**config.mk**
```make
export PLATFORM = sky130hd
export DESIGN_NAME = sram_arbiter_flat
export DESIGN_NICKNAME = d
export VERILOG_FILES = /design/src/rtl/sram_arb_pkg.sv /design/src/rtl/sram_arbiter_if.sv /design/src/rtl/sram_arb_pick.sv /design/src/rtl/sram_arbiter.sv /design/src/flat_wrapper.sv
export SDC_FILE = /design/constraint.sdc
export NUM_CORES = 1
export LEC_CHECK = 0
export ABC_AREA = 1
export CAP_MARGIN = 5
export CORE_AREA = 2 2 116 118
export CTS_CLUSTER_DIAMETER = 150
export DETAILED_ROUTE_END_ITERATION = 7
export DIE_AREA = 0 0 118 120
export DONT_BUFFER_PORTS = 1
export GPL_TIMING_DRIVEN = 0
export PLACE_DENSITY_LB_ADDON = 0.15
export SETUP_SLACK_MARGIN = 0.3
export SYNTH_ARGS = -nofsm -noshare
export SYNTH_HDL_FRONTEND = slang
export SYNTH_SLANG_ARGS = --single-unit
```
**constraint.sdc**
```tcl
create_clock -name clk -period 3.54 [get_ports clk]
set_input_delay 0.354 -clock clk [delete_from_list [all_inputs] [get_ports clk]]
set_output_delay 0.354 -clock clk [all_outputs]
set_load 0.01 [all_outputs]
```
**src/rtl/sram_arb_pkg.sv**
```systemverilog
// Shared types and constants for the two-port SRAM arbiter: FSM state encoding
// and port identifiers.
package sram_arb_pkg;

    typedef enum logic {
        ST_IDLE = 1'b0,
        ST_BUSY = 1'b1
    } state_e;

    localparam logic PORT0 = 1'b0;
    localparam logic PORT1 = 1'b1;

endpackage

```
**src/rtl/sram_arbiter_if.sv**
```systemverilog
// Bus bundle between two requesting masters, the arbiter and the SRAM controller.
// slave = arbiter view; master = the surrounding requesters plus SRAM controller.
interface sram_arbiter_if #(
    parameter int ADDR_W = 32,
    parameter int DATA_W = 32
);
    logic              p0_wrEn;
    logic              p0_rdEn;
    logic [ADDR_W-1:0] p0_address;
    logic [DATA_W-1:0] p0_writeData;
    logic [DATA_W-1:0] p0_readData;
    logic              p0_ready;

    logic              p1_wrEn;
    logic              p1_rdEn;
    logic [ADDR_W-1:0] p1_address;
    logic [DATA_W-1:0] p1_writeData;
    logic [DATA_W-1:0] p1_readData;
    logic              p1_ready;

    logic              mem_wrEn;
    logic              mem_rdEn;
    logic [ADDR_W-1:0] mem_address;
    logic [DATA_W-1:0] mem_writeData;
    logic [DATA_W-1:0] mem_readData;
    logic              mem_ready;

    modport slave (
        input  p0_wrEn, p0_rdEn, p0_address, p0_writeData,
        output p0_readData, p0_ready,
        input  p1_wrEn, p1_rdEn, p1_address, p1_writeData,
        output p1_readData, p1_ready,
        output mem_wrEn, mem_rdEn, mem_address, mem_writeData,
        input  mem_readData, mem_ready
    );

    modport master (
        output p0_wrEn, p0_rdEn, p0_address, p0_writeData,
        input  p0_readData, p0_ready,
        output p1_wrEn, p1_rdEn, p1_address, p1_writeData,
        input  p1_readData, p1_ready,
        input  mem_wrEn, mem_rdEn, mem_address, mem_writeData,
        output mem_readData, mem_ready
    );
endinterface

```
**src/rtl/sram_arb_pick.sv**
```systemverilog
// Grant selection between two requesters. Macro SRAM_ARB_ROUND_ROBIN_EN switches
// simultaneous-request resolution from fixed port-0 priority to alternating.
module sram_arb_pick
    import sram_arb_pkg::*;
(
    input  logic req0,
    input  logic req1,
    input  logic last_grant,
    output logic pick
);

`ifndef SRAM_ARB_ROUND_ROBIN_EN
    logic unused_last_grant_s;
    assign unused_last_grant_s = last_grant;
`endif

    // Choose the port to serve; a sole requester always wins.
    always_comb begin
        pick = PORT0;
        if (req0 && req1) begin
`ifdef SRAM_ARB_ROUND_ROBIN_EN
            pick = (last_grant == PORT0) ? PORT1 : PORT0;
`else
            pick = PORT0;
`endif
        end else if (req1) begin
            pick = PORT1;
        end else begin
            pick = PORT0;
        end
    end

endmodule

```
**src/rtl/sram_arbiter.sv**
```systemverilog
// Two-port arbiter in front of a single SRAM controller: latches one request,
// forwards it to the controller and routes the completion back to its owner.
module sram_arbiter
    import sram_arb_pkg::*;
#(
    parameter int ADDR_W = 32,
    parameter int DATA_W = 32
) (
    input  logic           clk,
    input  logic           rst,
    sram_arbiter_if.slave  bus,
    output logic           busy,
    output logic           grant
);

    state_e            state_q, state_d;
    logic              grant_q, grant_d;
    logic              mem_wr_q, mem_wr_d;
    logic              mem_rd_q, mem_rd_d;
    logic              cool_q, cool_d;
    logic [ADDR_W-1:0] addr_q, addr_d;
    logic [DATA_W-1:0] wdata_q, wdata_d;

    logic              req0_s, req1_s, pick_s, done_s, sel_wr_s;
    logic [ADDR_W-1:0] sel_addr_s;
    logic [DATA_W-1:0] sel_wdata_s;

    assign req0_s = bus.p0_wrEn | bus.p0_rdEn;
    assign req1_s = bus.p1_wrEn | bus.p1_rdEn;

    sram_arb_pick u_pick (
        .req0       (req0_s),
        .req1       (req1_s),
        .last_grant (grant_q),
        .pick       (pick_s)
    );

    // Completion is suppressed during reset so an abandoned transfer never signals ready.
    assign done_s = (state_q == ST_BUSY) && bus.mem_ready && !rst;

    // Operand mux for the port chosen this cycle; a write flag beats a read flag.
    always_comb begin
        sel_wr_s    = 1'b0;
        sel_addr_s  = {ADDR_W{1'b0}};
        sel_wdata_s = {DATA_W{1'b0}};
        if (pick_s == PORT1) begin
            sel_wr_s    = bus.p1_wrEn;
            sel_addr_s  = bus.p1_address;
            sel_wdata_s = bus.p1_writeData;
        end else begin
            sel_wr_s    = bus.p0_wrEn;
            sel_addr_s  = bus.p0_address;
            sel_wdata_s = bus.p0_writeData;
        end
    end

    // Next-state logic; cool_q skips one IDLE cycle so a stale request is not re-taken.
    always_comb begin
        state_d  = state_q;
        grant_d  = grant_q;
        mem_wr_d = mem_wr_q;
        mem_rd_d = mem_rd_q;
        cool_d   = 1'b0;
        addr_d   = addr_q;
        wdata_d  = wdata_q;
        case (state_q)
            ST_IDLE: begin
                if (!cool_q && (req0_s || req1_s)) begin
                    state_d  = ST_BUSY;
                    grant_d  = pick_s;
                    mem_wr_d = sel_wr_s;
                    mem_rd_d = !sel_wr_s;
                    addr_d   = sel_addr_s;
                    wdata_d  = sel_wdata_s;
                end else begin
                    state_d = ST_IDLE;
                end
            end
            ST_BUSY: begin
                if (bus.mem_ready) begin
                    state_d  = ST_IDLE;
                    mem_wr_d = 1'b0;
                    mem_rd_d = 1'b0;
                    cool_d   = 1'b1;
                end else begin
                    state_d = ST_BUSY;
                end
            end
            default: begin
                state_d  = ST_IDLE;
                mem_wr_d = 1'b0;
                mem_rd_d = 1'b0;
            end
        endcase
    end

    // State and transfer registers with synchronous reset.
    always_ff @(posedge clk) begin
        if (rst) begin
            state_q  <= ST_IDLE;
            grant_q  <= PORT1;
            mem_wr_q <= 1'b0;
            mem_rd_q <= 1'b0;
            cool_q   <= 1'b0;
            addr_q   <= {ADDR_W{1'b0}};
            wdata_q  <= {DATA_W{1'b0}};
        end else begin
            state_q  <= state_d;
            grant_q  <= grant_d;
            mem_wr_q <= mem_wr_d;
            mem_rd_q <= mem_rd_d;
            cool_q   <= cool_d;
            addr_q   <= addr_d;
            wdata_q  <= wdata_d;
        end
    end

    assign bus.mem_wrEn      = mem_wr_q;
    assign bus.mem_rdEn      = mem_rd_q;
    assign bus.mem_address   = addr_q;
    assign bus.mem_writeData = wdata_q;

    assign bus.p0_ready    = done_s && (grant_q == PORT0);
    assign bus.p1_ready    = done_s && (grant_q == PORT1);
    assign bus.p0_readData = (grant_q == PORT0) ? bus.mem_readData : {DATA_W{1'b0}};
    assign bus.p1_readData = (grant_q == PORT1) ? bus.mem_readData : {DATA_W{1'b0}};

    assign busy  = (state_q == ST_BUSY);
    assign grant = grant_q;

endmodule

```
**src/flat_wrapper.sv**
```systemverilog
// flat-port wrapper written by rule: the top's interface ports become plain ports
module sram_arbiter_flat import sram_arb_pkg::*;
#(
    parameter int ADDR_W = 32,
    parameter int DATA_W = 32
)
  (clk, rst, busy, grant, bus_p0_wrEn, bus_p0_rdEn, bus_p0_address, bus_p0_writeData, bus_p0_readData, bus_p0_ready, bus_p1_wrEn, bus_p1_rdEn, bus_p1_address, bus_p1_writeData, bus_p1_readData, bus_p1_ready, bus_mem_wrEn, bus_mem_rdEn, bus_mem_address, bus_mem_writeData, bus_mem_readData, bus_mem_ready);
  sram_arbiter_if #(.ADDR_W(ADDR_W), .DATA_W(DATA_W)) bus_i ();
  input  logic clk;
  input  logic rst;
  output logic busy;
  output logic grant;
  input wire logic [$bits(bus_i.p0_wrEn)-1:0] bus_p0_wrEn;
  input wire logic [$bits(bus_i.p0_rdEn)-1:0] bus_p0_rdEn;
  input wire logic [$bits(bus_i.p0_address)-1:0] bus_p0_address;
  input wire logic [$bits(bus_i.p0_writeData)-1:0] bus_p0_writeData;
  output wire logic [$bits(bus_i.p0_readData)-1:0] bus_p0_readData;
  output wire logic [$bits(bus_i.p0_ready)-1:0] bus_p0_ready;
  input wire logic [$bits(bus_i.p1_wrEn)-1:0] bus_p1_wrEn;
  input wire logic [$bits(bus_i.p1_rdEn)-1:0] bus_p1_rdEn;
  input wire logic [$bits(bus_i.p1_address)-1:0] bus_p1_address;
  input wire logic [$bits(bus_i.p1_writeData)-1:0] bus_p1_writeData;
  output wire logic [$bits(bus_i.p1_readData)-1:0] bus_p1_readData;
  output wire logic [$bits(bus_i.p1_ready)-1:0] bus_p1_ready;
  output wire logic [$bits(bus_i.mem_wrEn)-1:0] bus_mem_wrEn;
  output wire logic [$bits(bus_i.mem_rdEn)-1:0] bus_mem_rdEn;
  output wire logic [$bits(bus_i.mem_address)-1:0] bus_mem_address;
  output wire logic [$bits(bus_i.mem_writeData)-1:0] bus_mem_writeData;
  input wire logic [$bits(bus_i.mem_readData)-1:0] bus_mem_readData;
  input wire logic [$bits(bus_i.mem_ready)-1:0] bus_mem_ready;
  assign bus_i.p0_wrEn = bus_p0_wrEn;
  assign bus_i.p0_rdEn = bus_p0_rdEn;
  assign bus_i.p0_address = bus_p0_address;
  assign bus_i.p0_writeData = bus_p0_writeData;
  assign bus_p0_readData = bus_i.p0_readData;
  assign bus_p0_ready = bus_i.p0_ready;
  assign bus_i.p1_wrEn = bus_p1_wrEn;
  assign bus_i.p1_rdEn = bus_p1_rdEn;
  assign bus_i.p1_address = bus_p1_address;
  assign bus_i.p1_writeData = bus_p1_writeData;
  assign bus_p1_readData = bus_i.p1_readData;
  assign bus_p1_ready = bus_i.p1_ready;
  assign bus_mem_wrEn = bus_i.mem_wrEn;
  assign bus_mem_rdEn = bus_i.mem_rdEn;
  assign bus_mem_address = bus_i.mem_address;
  assign bus_mem_writeData = bus_i.mem_writeData;
  assign bus_i.mem_readData = bus_mem_readData;
  assign bus_i.mem_ready = bus_mem_ready;
  sram_arbiter #(.ADDR_W(ADDR_W), .DATA_W(DATA_W)) u_core (.clk(clk), .rst(rst), .bus(bus_i), .busy(busy), .grant(grant));
endmodule
```
==> metrics.csv, run 1 <==
metric,value,unit
outcome,"complete, no violations",
clock slew at reported path FFs,0.06,ns
most frequent cells in the layout,"196 x inv_1, 166 x nand2_1, 118 x nand3_1",
Slew headroom,58.3,%
mean area per synthesized cell,5.95,um^2
synthesized flop and latch total,69,
syn nets,893,
Main synth FF type,dfxtp_1,
Hold Path Cell Cnt,3,
Worst Clk Skew,0.00648,ns
Vias per Instance,4.58,
I/O Buffers,0,
first-pass GRT wire length,20900,um
Worst path max stage delay,0.46,ns
DRC violations left,0,
CTS buffer count,9,
hold crit path type,in -> reg,
Synthesis Warnings,0,
via count,4202,
Pwr Density,515,nW/um^2
R2R setup slack,2.13,ns
CP arrival,1.60,ns
Setup TNS,0,ns
root buf cell,clkbuf_16,
"Net count, final",904,
Yosys cell types,22,
area of the multi-input gates,1870,um^2
Synth Cell Area,4320,um^2
Die Wd,118,um
initial antenna violation count,0,
antenna cells,0,
Post-synth ARST share,0,%
Max-cap violations,0,
"most common cell after layout, fill and taps aside",inv_1,
drt first pass iters,4,
Cell Rows,42,
Leak,2.90,nW
CTS tree,built,
CTS Sinks,69,
H-tree depth,3,
area delta synth->final,12.8,%
Slew @ Worst Pin,0.625,ns
RSZ-0062 raised after global routing,no,
die area,14200,um^2
grt ovf,0,
Startpoint Class,flop,
Mapped Cells,726,
vias in the first global route,3851,
peak supply drop,0.264,mV
Final Hold Viols,0,
DPL Wire Length,10700,um
Initial Util,33.3,%
count of cells resized by post-cts repair,0,
Peak Freq,511,MHz
fill cell count,1436,
post-route ant nets,0,
GPL Wtd Cong,0.850,
"slowest stage cell, crit path",dfxtp_1,
Core Region,13000,um^2
"Req. time, crit path",3.19,ns
critical path class,reg -> out,
Post CTS Setup Buffer Count,0,
"Buf+Inv Stages, Crit Path",2,
WL per Instance,14.7,um
worst flop-to-flop path startpoint,u_core.busy,
worst r2r dst,u_core.bus.mem_address[10],
sequential area share after synthesis,32.0,%
Hold Path End,u_core.busy,
Slew Limit Fails,0,
io pins,301,
Layout Utilization,37.6,%
Tmin final,1.96,ns
Final Setup Violations,0,
worst-path fanout max,10,
# hold bufs at CTS,0,
HP Start,bus_mem_ready,
gr usage total,19.0,%
CP Cell Sequence,buf_2 > buf_1 > nor2_1,
Post-synth EDFFs,0,
reg2reg path depth,8,
layout cells sized above 1,9.16,%
routed wire length,13500,um
register area,1380,um^2
initial detailed-routing violation count,233,
largest net degree at the start of global routing,14,
kind of end point of the critical path,output port,
CTS Buffer Depth,2,
later-pin clock latency in the skew report,0.34,ns
DIE HEIGHT,120,um
Final Cycle Share,55.3,%
CP top delay family,buffers and inverters,
logic make-up after synthesis:
kind of cell / after synthesis / synth area share, %
AOI/OAI and AO/OA: 68 / 8.08
buffers and inverters: 247 / 24.7
DFF: 69 / 32.0
and+or+nand+nor: 342 / 35.3
power breakdown:
group | internal, mW | leakage, nW | switching, mW | total (mW)
sequential | 0.870 | 0.574 | 0.113 | 0.983
clock | 0.641 | 0.159 | 0.363 | 1.00
combinational | 0.184 | 2.16 | 0.340 | 0.524
worst max-delay path by stage:
stage	startpoint	endpoint	slack, ns	cells past startpoint
final	u_core.grant	bus_p0_readData[13]	1.58	3
after global routing	u_core.grant	bus_p0_readData[13]	1.44	3
after CTS	u_core.grant	bus_p0_readData[14]	1.55	3
after detailed placement	rst	bus_p1_ready	1.78	3
after global placement	rst	bus_p1_ready	1.78	3
after floorplan	rst	bus_p1_ready	2.15	3
through the flow:
step           cells  worst slack, ns  area, um^2  power, mW  hold WS [ns]
2_1_floorplan    726             2.15        4320       1.40         0.545
3_3_place_gp     902             1.78        4540       1.52         0.562
3_5_place_dp     902             1.78        4540       1.53         0.563
4_1_cts          918             1.55        4880       2.56         0.203
5_1_grt          918             1.44        4880       2.67         0.230
6_report         918             1.58        4880       2.51         0.213
Yosys cell counts (2+ instances only):
cell type | number | area [um^2]
nand3_2 | 10 | 100
nor2_4 | 2 | 22.5
dfxtp_1 | 69 | 1380
nand2_2 | 3 | 18.8
a21oi_1 | 65 | 325
inv_1 | 196 | 736
buf_6 | 8 | 90.1
buf_1 | 4 | 15.0
nand3_1 | 118 | 591
nor2_1 | 40 | 150
buf_2 | 11 | 55.1
clkbuf_1 | 11 | 41.3
nand2_1 | 166 | 623
buf_4 | 15 | 113
final cells by class:
type / count / share of cell area (%)
Sequential cell: 69 / 28.3
Clock buffer: 10 / 4.90
Multi-Input combinational cell: 410 / 38.4
Buffer: 50 / 6.75
Inverter: 197 / 15.2
Tap cell: 176 / 4.52
Clock inverter: 6 / 1.92
tightest hold or removal path, delay by kind of cell:
family / cells / cell delay (ns)
simple gates: 3 / 0.15
metal layers:
| layer | vias up | GRT usage, % | share of wire (%) |
|---|---|---|---|
| li1 | 2178 | - | - |
| met1 | 1825 | 23.2 | 43 |
| met2 | 184 | 30.3 | 46 |
| met3 | 15 | 7.79 | 10 |
| met4 | 0 | 6.10 | 1.3 |
| met5 | - | 0 | 0 |
state kept, by name (all words and copies together) (netlist names):
signal,cells
u_core.bus.mem_address,32
u_core.bus.mem_writeData,32
u_core.bus.mem_rdEn,1
u_core.bus.mem_wrEn,1
u_core.busy,1
u_core.cool_q,1
u_core.grant,1
(Power assumes the default switching activity.)
==> run 2: changes to the inputs <==
==> constraint.sdc (replaced) <==
create_clock -name clk -period 1.95 [get_ports clk]
set_input_delay 0.195 -clock clk [delete_from_list [all_inputs] [get_ports clk]]
set_output_delay 0.195 -clock clk [all_outputs]
set_load 0.01 [all_outputs]
==> run 2 against run 1 <==
Net effect: critical path depth fell by 1; critical endpoint is now bus_p0_ready; final cell count stayed put; sequential share of layout area about the same; clock skew barely moved; largest power group unchanged; wire length decreased by 0.18%; global-route usage barely moved.
==> metrics.csv, run 2 (synthesis results as in run 1) <==
metric,value,unit,change
outcome,"complete, no violations",,
P_int,3.08,mW,+82%
drt first pass iters,4,,unchanged
Worst path max stage delay,0.47,ns,about the same
Final Setup Violations,0,,unchanged
combinational fraction of design power,20.9,%,about the same
Core Region,13000,um^2,unchanged
NetSw,1.48,mW,+82%
via count,4221,,+0.45%
layout cells sized above 1,9.84,%,+0.67 points
later-pin clock latency in the skew report,0.34,ns,about the same
CP arrival,1.42,ns,-0.18 ns
kind of end point of the critical path,output port,,
DPL Wire Length,10700,um,unchanged
die area,14200,um^2,unchanged
initial detailed-routing violation count,215,,-7.7%
CP Cell Sequence,nand2_1 > nor3_1,,
WL per Instance,14.7,um,-0.18%
clock slew at reported path FFs,0.05,ns,about the same
gr usage total,19.0,%,+0.030 points
DP Cell Count,902,,unchanged
CP top delay family,simple AND/OR/NAND/NOR gates,,
Startpoint Class,flop,,
H-tree depth,3,,unchanged
Sw Share,32.5,%,-0.034 points
post-route insts no fill,918,,unchanged
Slew @ Worst Pin,0.628,ns,+0.00246 ns
vias in the first global route,3870,,+0.49%
io pins,301,,unchanged
critical path class,reg -> out,,
R2R setup slack,0.53,ns,-1.60 ns
Leak,2.91,nW,+0.32%
routed wire length,13500,um,-0.18%
worst-path fanout max,5,,-5
Setup TNS,0,ns,unchanged
Vias per Instance,4.60,,+0.45%
grt ovf,0,,unchanged
fin worst setup slack,0.338,ns,-1.24 ns
DIE HEIGHT,120,um,unchanged
Pwr Density,933,nW/um^2,+81%
peak supply drop,0.479,mV,+82%
Cell Rows,42,,unchanged
"most common cell after layout, fill and taps aside",inv_1,,
area delta synth->final,13.1,%,
Initial Util,33.3,%,unchanged
I/O Buffers,0,,unchanged
initial antenna violation count,0,,unchanged
first-pass GRT wire length,21000,um,+0.17%
CTS tree,built,,
Final Cycle Share,82.7,%,
Setup WS pre-CTS,0.399,ns,-1.38 ns
Slew headroom,58.2,%,-0.16 points
root buf cell,clkbuf_16,,
"Net count, final",904,,unchanged
CTS Buffer Depth,2,,unchanged
Post CTS Setup Buffer Count,0,,unchanged
Tmin final,1.61,ns,
clock network power share,40.0,%,about the same
antenna cells,0,,unchanged
Worst Clk Skew,0.00655,ns,+0.0000721 ns
CTS Sinks,69,,unchanged
GPL Wtd Cong,0.850,,unchanged
CTS buffer count,9,,unchanged
"Buf+Inv Stages, Crit Path",0,,-2
Peak Freq,620,MHz,
Slew Limit Fails,0,,unchanged
largest net degree at the start of global routing,14,,unchanged
Final Hold Viols,0,,unchanged
hold crit path type,in -> reg,,
RSZ-0062 raised after global routing,yes,,
DRC violations left,0,,unchanged
Die Wd,118,um,unchanged
post-route ant nets,0,,unchanged
Max-cap violations,0,,unchanged
"Req. time, crit path",1.75,ns,-1.44 ns
"slowest stage cell, crit path",dfxtp_1,,
sequential share of power,39.1,%,about the same
most frequent cells in the layout,"196 x inv_1, 166 x nand2_1, 118 x nand3_1",,
==> run 2: final timing paths <==
path,depth (start not counted),to,from
max,2,bus_p0_ready,u_core.busy
max reg2reg,8,u_core.bus.mem_address[11],u_core.busy
min reg2reg,4,u_core.bus.mem_address[14],u_core.bus.mem_address[14]
min,3,u_core.busy,bus_mem_ready
==> run 2: stage by stage <==
step                      area [um^2]  power, mW  hold WS [ns]  utilization, %
after floorplan                  4320       2.55         0.389               -
after global placement           4540       2.77         0.404            35.0
after detailed placement         4540       2.78         0.407            35.0
after CTS                        4880       4.64        0.0445            37.6
after global routing             4890       4.85        0.0707            37.7
final                            4890       4.56        0.0551            37.7
==> run 2: final cells by class <==
cell class,instances,area (um^2)
buffer,50,335
clock buffer,10,239
clock inverter,6,93.8
fill,1438,8090
inverter,197,739
multi-input combinational,410,1880
sequential,69,1380
tap,176,220
==> run 2: per-layer routing <==
| layer | part of all wire, % | GRT usage [%] | up-vias |
|---|---|---|---|
| met4 | 1.3 | 6.10 | 0 |
| met5 | 0 | 0 | - |
| met3 | 11 | 7.98 | 17 |
| met2 | 46 | 30.4 | 198 |
| met1 | 42 | 23.1 | 1826 |
| li1 | - | - | 2180 |
==> run 2: power groups by stage <==
stage | logic (mW) | clock network (mW) | registers, mW
finish | 0.954 | 1.82 | 1.79
global route | 1.11 | 1.93 | 1.81
CTS | 0.967 | 1.89 | 1.79
detailed placement | 0.961 | 0 | 1.82
global placement | 0.945 | 0 | 1.82
floorplan | 0.780 | 0 | 1.77
==> run 2: timing repair <==
| item | CTS | global route |
|---|---|---|
| setup endpoints to repair | 31 | 48 |
| gates resized for setup | 4 | 2 |
| hold buffers | 0 | 0 |
==> run 2: worst reg2reg max path, cell delays in order (launching register included) <==
cell     delay, ns
dfxtp_1       0.38
nor2_4        0.14
inv_2         0.05
a21oi_2       0.17
buf_6         0.21
buf_6         0.15
nand3_1       0.10
nand2_1       0.09
inv_1         0.04
==> run 3: changes to the inputs <==
==> constraint.sdc (replaced) <==
create_clock -name clk -period 1.3 [get_ports clk]
set_input_delay 0.13 -clock clk [delete_from_list [all_inputs] [get_ports clk]]
set_output_delay 0.13 -clock clk [all_outputs]
set_load 0.01 [all_outputs]
==> run 3 against run 2 <==
Net effect: the run now ends with negative setup slack left; core utilization grew 7.1 points; via count grew 5.7%; global-route usage grew 1.4 points; total power grew 56%; sequential share of layout area shrank 4.4 points; final cell count grew 3.3%; setup slack lost 0.39 ns.
==> metrics.csv, run 3 (synthesis results as in run 1) <==
metric,value,unit,change
"most common cell after layout, fill and taps aside",inv_1,,
Pwr Density,1230,nW/um^2,+31%
Cell Rows,42,,unchanged
DIE HEIGHT,120,um,unchanged
DPL Wire Length,10600,um,-0.31%
worst-path fanout max,9,,+4
CTS Sinks,69,,unchanged
Layout Utilization,44.8,%,+7.1 points
layout cells sized above 1,27.5,%,+18 points
post-route ant nets,0,,unchanged
later-pin clock latency in the skew report,0.34,ns,about the same
Slew @ Worst Pin,0.617,ns,-0.0110 ns
vias in the first global route,4180,,+8.0%
peak supply drop,0.521,mV,+8.8%
Initial Util,33.3,%,unchanged
die area,14200,um^2,unchanged
drt first pass iters,7,,+3
DRC violations left,0,,unchanged
outcome,"complete, but fails checks",,
CTS Buffer Depth,2,,unchanged
grt ovf,0,,unchanged
Startpoint Class,flop,,
WL per Instance,15.8,um,+7.5%
CP top delay family,buffers and inverters,,
clock slew at reported path FFs,0.06,ns,about the same
largest net degree at the start of global routing,13,,-1
Setup TNS,-1.07,ns,-1.07 ns
I/O Buffers,0,,unchanged
antenna cells,0,,unchanged
root buf cell,clkbuf_16,,
critical path class,reg -> reg,,
CTS tree,built,,
Slew headroom,58.9,%,+0.73 points
area delta synth->final,34.5,%,
Core Region,13000,um^2,unchanged
Peak Freq,740,MHz,
Vias per Instance,4.70,,+2.3%
"Buf+Inv Stages, Crit Path",4,,+4
"slowest stage cell, crit path",dfxtp_4,,
RSZ-0062 raised after global routing,yes,,
most frequent cells in the layout,"164 x inv_1, 133 x nand2_1, 101 x nand3_1",,
hold crit path type,in -> reg,,
Leak,3.17,nW,+9.2%
CTS buffer count,9,,unchanged
initial detailed-routing violation count,191,,-11%
failing checks,negative setup slack,,
Tmin final,1.35,ns,
kind of end point of the critical path,flop,,
gr usage total,20.4,%,+1.4 points
H-tree depth,3,,unchanged
Final Hold Viols,0,,unchanged
Die Wd,118,um,unchanged
Final Cycle Share,104,%,
Final Setup Violations,49,,+49
CP Cell Sequence,nor2_4 > inv_2 > a21oi_4 > buf_12 > buf_6 > nand3_2 > nand2_1 > inv_1,,
fin worst setup slack,-0.0520,ns,-0.390 ns
routed wire length,15000,um,+11%
GPL Wtd Cong,0.864,,+1.7%
CP arrival,1.59,ns,+0.17 ns
Worst path max stage delay,0.38,ns,-0.09 ns
Max-cap violations,0,,unchanged
initial antenna violation count,0,,unchanged
"Req. time, crit path",1.54,ns,-0.21 ns
first-pass GRT wire length,22700,um,+8.1%
io pins,301,,unchanged
Worst Clk Skew,0.00871,ns,+0.00216 ns
"Net count, final",935,,+3.4%
Slew Limit Fails,0,,unchanged
via count,4460,,+5.7%
==> run 3: cell types whose count changed in the layout (fill, tap and decap cells not counted), sizes merged <==
cell and change:
buf +12, bufinv -1, clkbuf +5, clkinvlp +1, dlygate4sd3 +13
==> run 3: path summary, 6_finish.rpt <==
check	from	to	slack, ns	depth (start not counted)
min	bus_p0_writeData[14]	u_core.bus.mem_writeData[14]	0.01	4
max reg2reg	u_core.busy	u_core.bus.mem_address[15]	-0.05	8
min reg2reg	u_core.bus.mem_address[2]	u_core.bus.mem_address[2]	0.57	4
max	u_core.busy	u_core.bus.mem_address[15]	-0.05	8
==> run 3: repair_timing <==
action / CTS / global route
setup endpoints to repair: 134 / 134
pin swaps: 39 / 1
hold endpoints to repair: 13 / 0
setup buffers: 8 / 0
cloned: 6 / 4
resized for setup: 194 / 12
hold buffers: 13 / 0
==> run 3: tightest hold or removal path, cell delays in order <==
cell	delay, ns
nand2_1	0.03
nand3_1	0.07
nand2_1	0.05
inv_1	0.04
==> run 3: per-stage QoR <==
stage | worst slack (ns) | area, um^2 | power, mW | instances | hold WS, ns
3_5_place_dp | -0.176 | 4560 | 4.18 | 902 | 0.334
3_3_place_gp | -0.129 | 4560 | 4.16 | 902 | 0.328
4_1_cts | -0.0483 | 5660 | 7.12 | 944 | 0.000559
5_1_grt | -0.119 | 5810 | 7.57 | 948 | 0.0132
2_1_floorplan | 0.109 | 4340 | 3.83 | 726 | 0.319
6_report | -0.0520 | 5810 | 7.13 | 948 | 0.0127
==> run 3: final cells by class <==
| type | count | area [um^2] |
|---|---|---|
| Clock inverter | 6 | 63.8 |
| Timing Repair Buffer | 31 | 377 |
| Fill cell | 1367 | 7170 |
| Inverter | 197 | 742 |
| Sequential cell | 69 | 1390 |
| Multi-Input combinational cell | 410 | 2330 |
| Buffer | 50 | 469 |
| Clock buffer | 9 | 225 |
| Tap cell | 176 | 220 |
==> run 3: per-layer routing <==
layer	global-route usage, %	wire length [um]	up-vias
li1	-	-	2235
met1	22.9	6010	2010
met2	34.9	7420	191
met3	8.32	1250	24
met4	7.61	301	0
met5	0	0	-
==> run 3: power by group <==
part / total (mW) / switching, mW / internal, mW
Clock: 2.42 / 0.943 / 1.47
Combinational: 2.02 / 1.17 / 0.857
Sequential: 2.70 / 0.326 / 2.37
